File: src/rtl/buzzer_alert_scheduler.sv
// buzzer_alert_scheduler
// Shares one physical buzzer between the timer and alarm alert requests.
// Requests are latched as pending flags. The timer has priority over the alarm.
// While an alert rings, the buzzer beeps BEEP_ON cycles high and BEEP_OFF cycles low.
// Stop and snooze buttons end an alert, and an alert times out after RING_SECS cycles.
// A background countdown re-arms the alarm after SNOOZE_SECS cycles.
// The parameters must fit the fixed output widths:
//   SNOOZE_SECS must fit in 9 bits.
//   MAX_SNOOZE must fit in 2 bits.
module buzzer_alert_scheduler #(
  parameter int unsigned RING_SECS   = 60,
  parameter int unsigned SNOOZE_SECS = 300,
  parameter int unsigned BEEP_ON     = 1,
  parameter int unsigned BEEP_OFF    = 1,
  parameter int unsigned MAX_SNOOZE  = 3
) (
  input  logic       clk,
  input  logic       reset,
  input  logic       timer_req,
  input  logic       alarm_req,
  input  logic       stop_btn,
  input  logic       snooze_btn,
  output logic       buzzer,
  output logic [1:0] active_src,
  output logic       snooze_active,
  output logic [8:0] snooze_left,
  output logic [1:0] snooze_cnt,
  output logic       missed
);

  localparam int unsigned RC_W = $clog2(RING_SECS + 1);
  localparam int unsigned PH_W = $clog2(BEEP_ON + BEEP_OFF + 1);
  localparam int unsigned SL_W = $clog2(SNOOZE_SECS + 1);
  localparam int unsigned SC_W = $clog2(MAX_SNOOZE + 1);

  localparam logic [RC_W-1:0] RING_LAST = RC_W'(RING_SECS - 1);
  localparam logic [PH_W-1:0] PH_ON     = PH_W'(BEEP_ON);
  localparam logic [PH_W-1:0] PH_LAST   = PH_W'(BEEP_ON + BEEP_OFF - 1);
  localparam logic [SL_W-1:0] SNZ_LOAD  = SL_W'(SNOOZE_SECS);
  localparam logic [SL_W-1:0] SNZ_ONE   = SL_W'(1);
  localparam logic [SC_W-1:0] SNZ_MAX   = SC_W'(MAX_SNOOZE);
  localparam logic [SC_W-1:0] SNZ_INC   = SC_W'(1);
  localparam logic [RC_W-1:0] RC_INC    = RC_W'(1);
  localparam logic [PH_W-1:0] PH_INC    = PH_W'(1);

  // The state encoding doubles as the active_src code.
  typedef enum logic [1:0] {
    S_IDLE   = 2'b00,
    S_RING_T = 2'b01,
    S_RING_A = 2'b10
  } state_t;

  state_t          r_state;
  logic            r_pend_t;
  logic            r_pend_a;
  logic [RC_W-1:0] r_ring_cnt;
  logic [PH_W-1:0] r_phase;
  logic            r_buzzer;
  logic            r_missed;

  logic            r_snz_active;
  logic [SL_W-1:0] r_snz_left;
  logic [SC_W-1:0] r_snz_cnt;

  logic            r_timer_d;
  logic            r_alarm_d;
  logic            r_stop_d;
  logic            r_snz_btn_d;

  logic            w_t_rise;
  logic            w_a_rise;
  logic            w_stop_rise;
  logic            w_snz_rise;
  logic            w_in_t;
  logic            w_in_a;
  logic            w_timeout;
  logic            w_snz_ok;
  logic            w_t_end;
  logic            w_a_end;
  logic            w_a_kill;
  logic            w_a_snz;
  logic            w_snz_expire;

  // Registered copies of the requests and buttons, used for rising-edge detection.
  always_ff @(posedge clk or negedge reset) begin
    if (!reset) begin
      r_timer_d   <= 1'b0;
      r_alarm_d   <= 1'b0;
      r_stop_d    <= 1'b0;
      r_snz_btn_d <= 1'b0;
    end else begin
      r_timer_d   <= timer_req;
      r_alarm_d   <= alarm_req;
      r_stop_d    <= stop_btn;
      r_snz_btn_d <= snooze_btn;
    end
  end

  assign w_t_rise    = timer_req  & ~r_timer_d;
  assign w_a_rise    = alarm_req  & ~r_alarm_d;
  assign w_stop_rise = stop_btn   & ~r_stop_d;
  assign w_snz_rise  = snooze_btn & ~r_snz_btn_d;

  assign w_in_t    = (r_state == S_RING_T);
  assign w_in_a    = (r_state == S_RING_A);
  assign w_timeout = (w_in_t | w_in_a) & (r_ring_cnt == RING_LAST);
  assign w_snz_ok  = (r_snz_cnt < SNZ_MAX);

  // The current timer alert ends on a stop press or on timeout.
  assign w_t_end  = w_in_t & (w_stop_rise | w_timeout);

  // The current alarm alert ends on stop, timeout or any snooze press.
  assign w_a_end  = w_in_a & (w_stop_rise | w_timeout | w_snz_rise);

  // An alarm end that counts as a stop also wipes the snooze bookkeeping.
  // A snooze press after the snooze budget is used up counts as a stop.
  assign w_a_kill = w_in_a & (w_stop_rise | w_timeout | (w_snz_rise & ~w_snz_ok));
  assign w_a_snz  = w_a_end & ~w_a_kill;

  assign w_snz_expire = r_snz_active & (r_snz_left == SNZ_ONE);

  // Main FSM: pending flags, state, ring timer, beep pattern and the missed flag.
  always_ff @(posedge clk or negedge reset) begin
    if (!reset) begin
      r_state    <= S_IDLE;
      r_pend_t   <= 1'b0;
      r_pend_a   <= 1'b0;
      r_ring_cnt <= '0;
      r_phase    <= '0;
      r_buzzer   <= 1'b0;
      r_missed   <= 1'b0;
    end else begin
      // A new rise wins over a clear arriving in the same cycle.
      if (w_t_rise)
        r_pend_t <= 1'b1;
      else if (w_t_end)
        r_pend_t <= 1'b0;

      if (w_a_rise || w_snz_expire)
        r_pend_a <= 1'b1;
      else if (w_a_end)
        r_pend_a <= 1'b0;

      if (w_stop_rise)
        r_missed <= 1'b0;
      else if (w_timeout)
        r_missed <= 1'b1;

      case (r_state)
        S_IDLE: begin
          r_buzzer   <= 1'b0;
          r_ring_cnt <= '0;
          r_phase    <= '0;
          if (r_pend_t)
            r_state <= S_RING_T;
          else if (r_pend_a)
            r_state <= S_RING_A;
        end

        S_RING_T: begin
          if (w_t_end) begin
            r_buzzer   <= 1'b0;
            r_ring_cnt <= '0;
            r_phase    <= '0;
            r_state    <= r_pend_a ? S_RING_A : S_IDLE;
          end else begin
            r_buzzer   <= (r_phase < PH_ON);
            r_phase    <= (r_phase == PH_LAST) ? '0 : r_phase + PH_INC;
            r_ring_cnt <= r_ring_cnt + RC_INC;
          end
        end

        S_RING_A: begin
          if (w_a_end) begin
            r_buzzer   <= 1'b0;
            r_ring_cnt <= '0;
            r_phase    <= '0;
            r_state    <= r_pend_t ? S_RING_T : S_IDLE;
          end else if (w_t_rise) begin
            // Timer preempts the alarm. The alarm stays pending and restarts its window later.
            r_buzzer   <= 1'b0;
            r_ring_cnt <= '0;
            r_phase    <= '0;
            r_state    <= S_RING_T;
          end else begin
            r_buzzer   <= (r_phase < PH_ON);
            r_phase    <= (r_phase == PH_LAST) ? '0 : r_phase + PH_INC;
            r_ring_cnt <= r_ring_cnt + RC_INC;
          end
        end

        default: begin
          r_buzzer   <= 1'b0;
          r_ring_cnt <= '0;
          r_phase    <= '0;
          r_state    <= S_IDLE;
        end
      endcase
    end
  end

  // Snooze countdown, which runs independently of the ring state.
  always_ff @(posedge clk or negedge reset) begin
    if (!reset) begin
      r_snz_active <= 1'b0;
      r_snz_left   <= '0;
      r_snz_cnt    <= '0;
    end else if (w_a_rise || w_a_kill) begin
      // A fresh alarm event or a stop of the alarm discards any snooze history.
      r_snz_active <= 1'b0;
      r_snz_left   <= '0;
      r_snz_cnt    <= '0;
    end else if (w_a_snz) begin
      r_snz_active <= 1'b1;
      r_snz_left   <= SNZ_LOAD;
      r_snz_cnt    <= r_snz_cnt + SNZ_INC;
    end else if (r_snz_active) begin
      r_snz_left <= r_snz_left - SNZ_ONE;
      if (w_snz_expire)
        r_snz_active <= 1'b0;
    end
  end

  assign buzzer        = r_buzzer;
  assign active_src    = r_state;
  assign snooze_active = r_snz_active;
  assign snooze_left   = 9'(r_snz_left);
  assign snooze_cnt    = 2'(r_snz_cnt);
  assign missed        = r_missed;

endmodule

File: config.mk
export PLATFORM = sky130hd
export DESIGN_NAME = buzzer_alert_scheduler
export DESIGN_NICKNAME = d
export VERILOG_FILES = /design/src/rtl/buzzer_alert_scheduler.sv
export SDC_FILE = /design/constraint.sdc
export NUM_CORES = 1
export LEC_CHECK = 0
export BUFFER_PORTS_ARGS = -buffer_cell sky130_fd_sc_hd__buf_2
export CORE_MARGIN = 2
export CORE_UTILIZATION = 55
export CTS_CLUSTER_SIZE = 8
export DETAILED_ROUTE_END_ITERATION = 8
export PLACE_DENSITY = 0.77
export SLEW_MARGIN = 20
export SYNTH_ARGS = -nofsm -noshare
export SYNTH_HDL_FRONTEND = slang
export SYNTH_SLANG_ARGS = --single-unit
File: constraint.sdc
create_clock -name clk -period 2.3 [get_ports clk]
set_input_delay 0.46 -clock clk [delete_from_list [all_inputs] [get_ports clk]]
set_output_delay 0.46 -clock clk [all_outputs]
set_load 0.03 [all_outputs]
==> metrics.txt <==
max frequency=just over 500 MHz; post-layout net count=about 180; vias per inst=5.523; total number of vias=roughly 1,100; Routed wire per std cell=approximately 14 µm; initial antenna violation count=0; deepest clock path buffer count=2; synthesized-area fraction occupied by ao, oa, aoi and oai cells=roughly 11%; Setup Fix Bufs, Post-CTS=0; count of final hold-check violations=0; number of fillers in the final layout=202; kind of end point of the critical path=register; number of iterations in the first detailed-routing pass=6; number of synthesis warnings=0; clock tree from TritonCTS=built; FP Rows=18; area share of fa/ha/maj cells after synthesis=under 10%; fraction of synthesized cell area taken by the top area cell type=around half; sequential cell area fraction in the yosys report=51.15%; Syn Std Cell Area=roughly 0.0015 mm²; die span in x=between 50 and 60 µm; Routed Antenna Nets=0; Resized cells post-CTS=0; Detailed Route Iter0 Violations=94; Die Y=about 56 µm; final critical-path required period=roughly 2.0 ns; Post-Layout Inst Area=approximately 0.0016 mm²; required time of the worst setup path=~2.5 ns; post-synthesis cell type with the largest combined area=dfrtp_1; number of enable-type register cells in the synthesized netlist=0; Mapped Cells=between 100 and 150; main combinational cell family by area after synthesis=simple AND/OR/NAND/NOR gates; Avg Cell Area, Syn=10.71 µm²; Floorplan Core Area=0.002500 mm²; run status=finished clean; synthesized-area fraction occupied by and/or/nand/nor cells=between 15 and 20%; overall die area=0.003097 mm²; leading cell type by number of instances after synthesis=dfrtp_1; maximum fanout encountered on the critical timing path=7; Mapped Nets=~150; portion of the clock cycle consumed by the worst path in the final layout=a little under nine tenths; ratio of cells with drive above 1 in the final layout=between 20% and 30%; CTS sink cnt=30; final sum of negative setup slack=0 ns; Routability Congestion=around 0.81; XOR/XNOR Fraction of Synth Area=about 7.8%; CTS Root Cell=clkbuf_4; Congestion Overflow GR=0; FF+latch count, synth=30; count of inserted antenna diode cells=0; Post-Place Cell Area=0.001583 mm²; largest net degree at the start of global routing=31; clock network latency to the later pin of the worst-skew pair=roughly 0.32 ns; signed area change from the synthesized netlist to the final layout=11.94%; GR Util All Layers=19.79%; most used flip-flop cell after synthesis=dfrtp_1; estimated wirelength of the detail-placed design=around 2000 µm; Top-Level Pins=22; worst-case clock skew=0.01025 ns; remaining routing DRC violations=0; Synth top cells by count=dfrtp_1 (30), nor2_1 (17), a21oi_1 (9), ha_1 (8), inv_1 (8); number of failing setup endpoints in the final timing report=0; first-pass GRT wire length=4650 µm; element type at the critical path start=register; number of levels in the clock H-tree=2; remaining max-slew budget at the tightest pin=between 50% and 60%; Post-CTS Hold Fix Bufs=0; initial cell density of the core=between 50% and 60%; final WL=about 2700 µm; overall power after layout=0.002026 W; input/output buffers=21; number of global-route vias before repair=approximately 1,000; setup repair after global routing missed its margin=false; number of buffers inserted during clock tree synthesis=5; Leakage=0.8000 nW; count of maximum capacitance violations=0; share of cell area taken by muxes after synthesis=about 1.4%; synth unique cells=37; worst slew pin tran=about 0.64 ns; clock transition at the register clock pins on the worst setup and hold paths after CTS=around 0.090 ns; type of the worst setup path=reg2reg; Min-Delay Path Class=in2async; fraction of registers with async set or reset after synthesis=between 90% and 100%; max-slew violation count=0; pwr dens=between 1000 and 1500 mW/mm²; critical path data arrival time=~2.2 ns; worst-case vdd ir drop=1.030 mV; synth top area cells=dfrtp_1 (51%), ha_1 (6.8%), nor2_1 (4.3%)
-- path summary, 6_finish.rpt --
kind / from / slack [ns] / to / cells past startpoint
setup / recovery: active_src[0] / 0.33 / snooze_cnt[0] / 6
hold / removal: reset / 0.16 / snooze_left[3] / 1
setup reg to reg: active_src[0] / 0.33 / snooze_cnt[0] / 6
hold reg to reg: r_phase[1] / 0.43 / buzzer / 1
max in group asynchronous: reset / 1.73 / r_ring_cnt[5] / 1
min in group clk: stop_btn / 0.26 / r_stop_d / 1
-- routing by layer --
layer	up-vias	share of wire, %	wire length [µm]	GRT usage, %
met3	4	5.1	137	6.977
li1	525	-	-	-
met4	0	1.6	43	9.059
met5	-	0	0	0
met2	32	45	1209	28.74
met1	505	49	1318	26.62
-- cell type report --
class / count / area (µm²) / share of cell area, %
sequential: 30 / 750.7 / 45.70
multi-input combinational: 96 / 659.4 / 40.14
timing repair buffer: 21 / 105.1 / 6.398
clock buffer: 7 / 55.05 / 3.351
tap: 30 / 37.54 / 2.285
inverter: 8 / 30.03 / 1.828
clock inverter: 1 / 5.005 / 0.3046
-- cells in the final DEF (no fill, tap or decap), types with 2 or more instances in the layout --
| master | netlist | routed |
|---|---|---|
| nor2b_1 | 3 | 3 |
| a211oi_1 | 3 | 3 |
| dfrtp_1 | 30 | 30 |
| buf_2 | 1 | 21 |
| a21oi_1 | 9 | 9 |
| inv_1 | 8 | 8 |
| nand2b_1 | 5 | 5 |
| nor2_1 | 17 | 17 |
| nor3b_1 | 2 | 2 |
| xor2_1 | 7 | 7 |
| nand3_1 | 3 | 3 |
| nor3_1 | 3 | 3 |
| mux2i_1 | 2 | 2 |
| nand2_1 | 6 | 6 |
| a22o_1 | 2 | 2 |
| o21ai_1 | 2 | 2 |
| clkbuf_4 | 0 | 5 |
| ha_1 | 8 | 8 |
| xnor2_1 | 6 | 6 |
-- sequential cells by signal, summed over array words and instances, names as in the netlist, 2 cells and up --
signal and cells:
snooze_left 9, r_phase 2, active_src 2, snooze_cnt 2
r_ring_cnt 6
-- critical path, stage by stage, from the launching register on --
cell      delay (ns)
dfrtp_1         0.43
inv_1           0.09
ha_1            0.32
and4_4          0.22
a2111o_1        0.54
xor2_1          0.21
nor2_2          0.04
-- where the power goes --
group | switching (W) | internal [W] | total [W]
Clock | 0.000168 | 0.000148 | 0.000316
Combinational | 0.000560 | 0.000330 | 0.000890
Sequential | 0.000157 | 0.000664 | 0.000820
-- through the flow --
stage	setup slack, ns	cells	utilization (%)	hold slack [ns]
floorplan	0.1848	137	-	0.1644
global placement	0.4381	185	63.31	0.4097
detailed placement	0.3322	185	63.31	0.4248
CTS	0.3271	193	65.72	0.1677
global route	0.2195	193	65.72	0.1934
finish	0.3289	193	65.72	0.1556
-- logic make-up after synthesis --
kind of cell,Yosys count
buffers and inverters,11
XOR/XNOR,13
flip-flops,30
AO/OA/AOI/OAI,25
adder cells (fa/ha/maj),8
AND/OR/NAND/NOR,48
multiplexers,2
(Power assumes the default switching activity.)
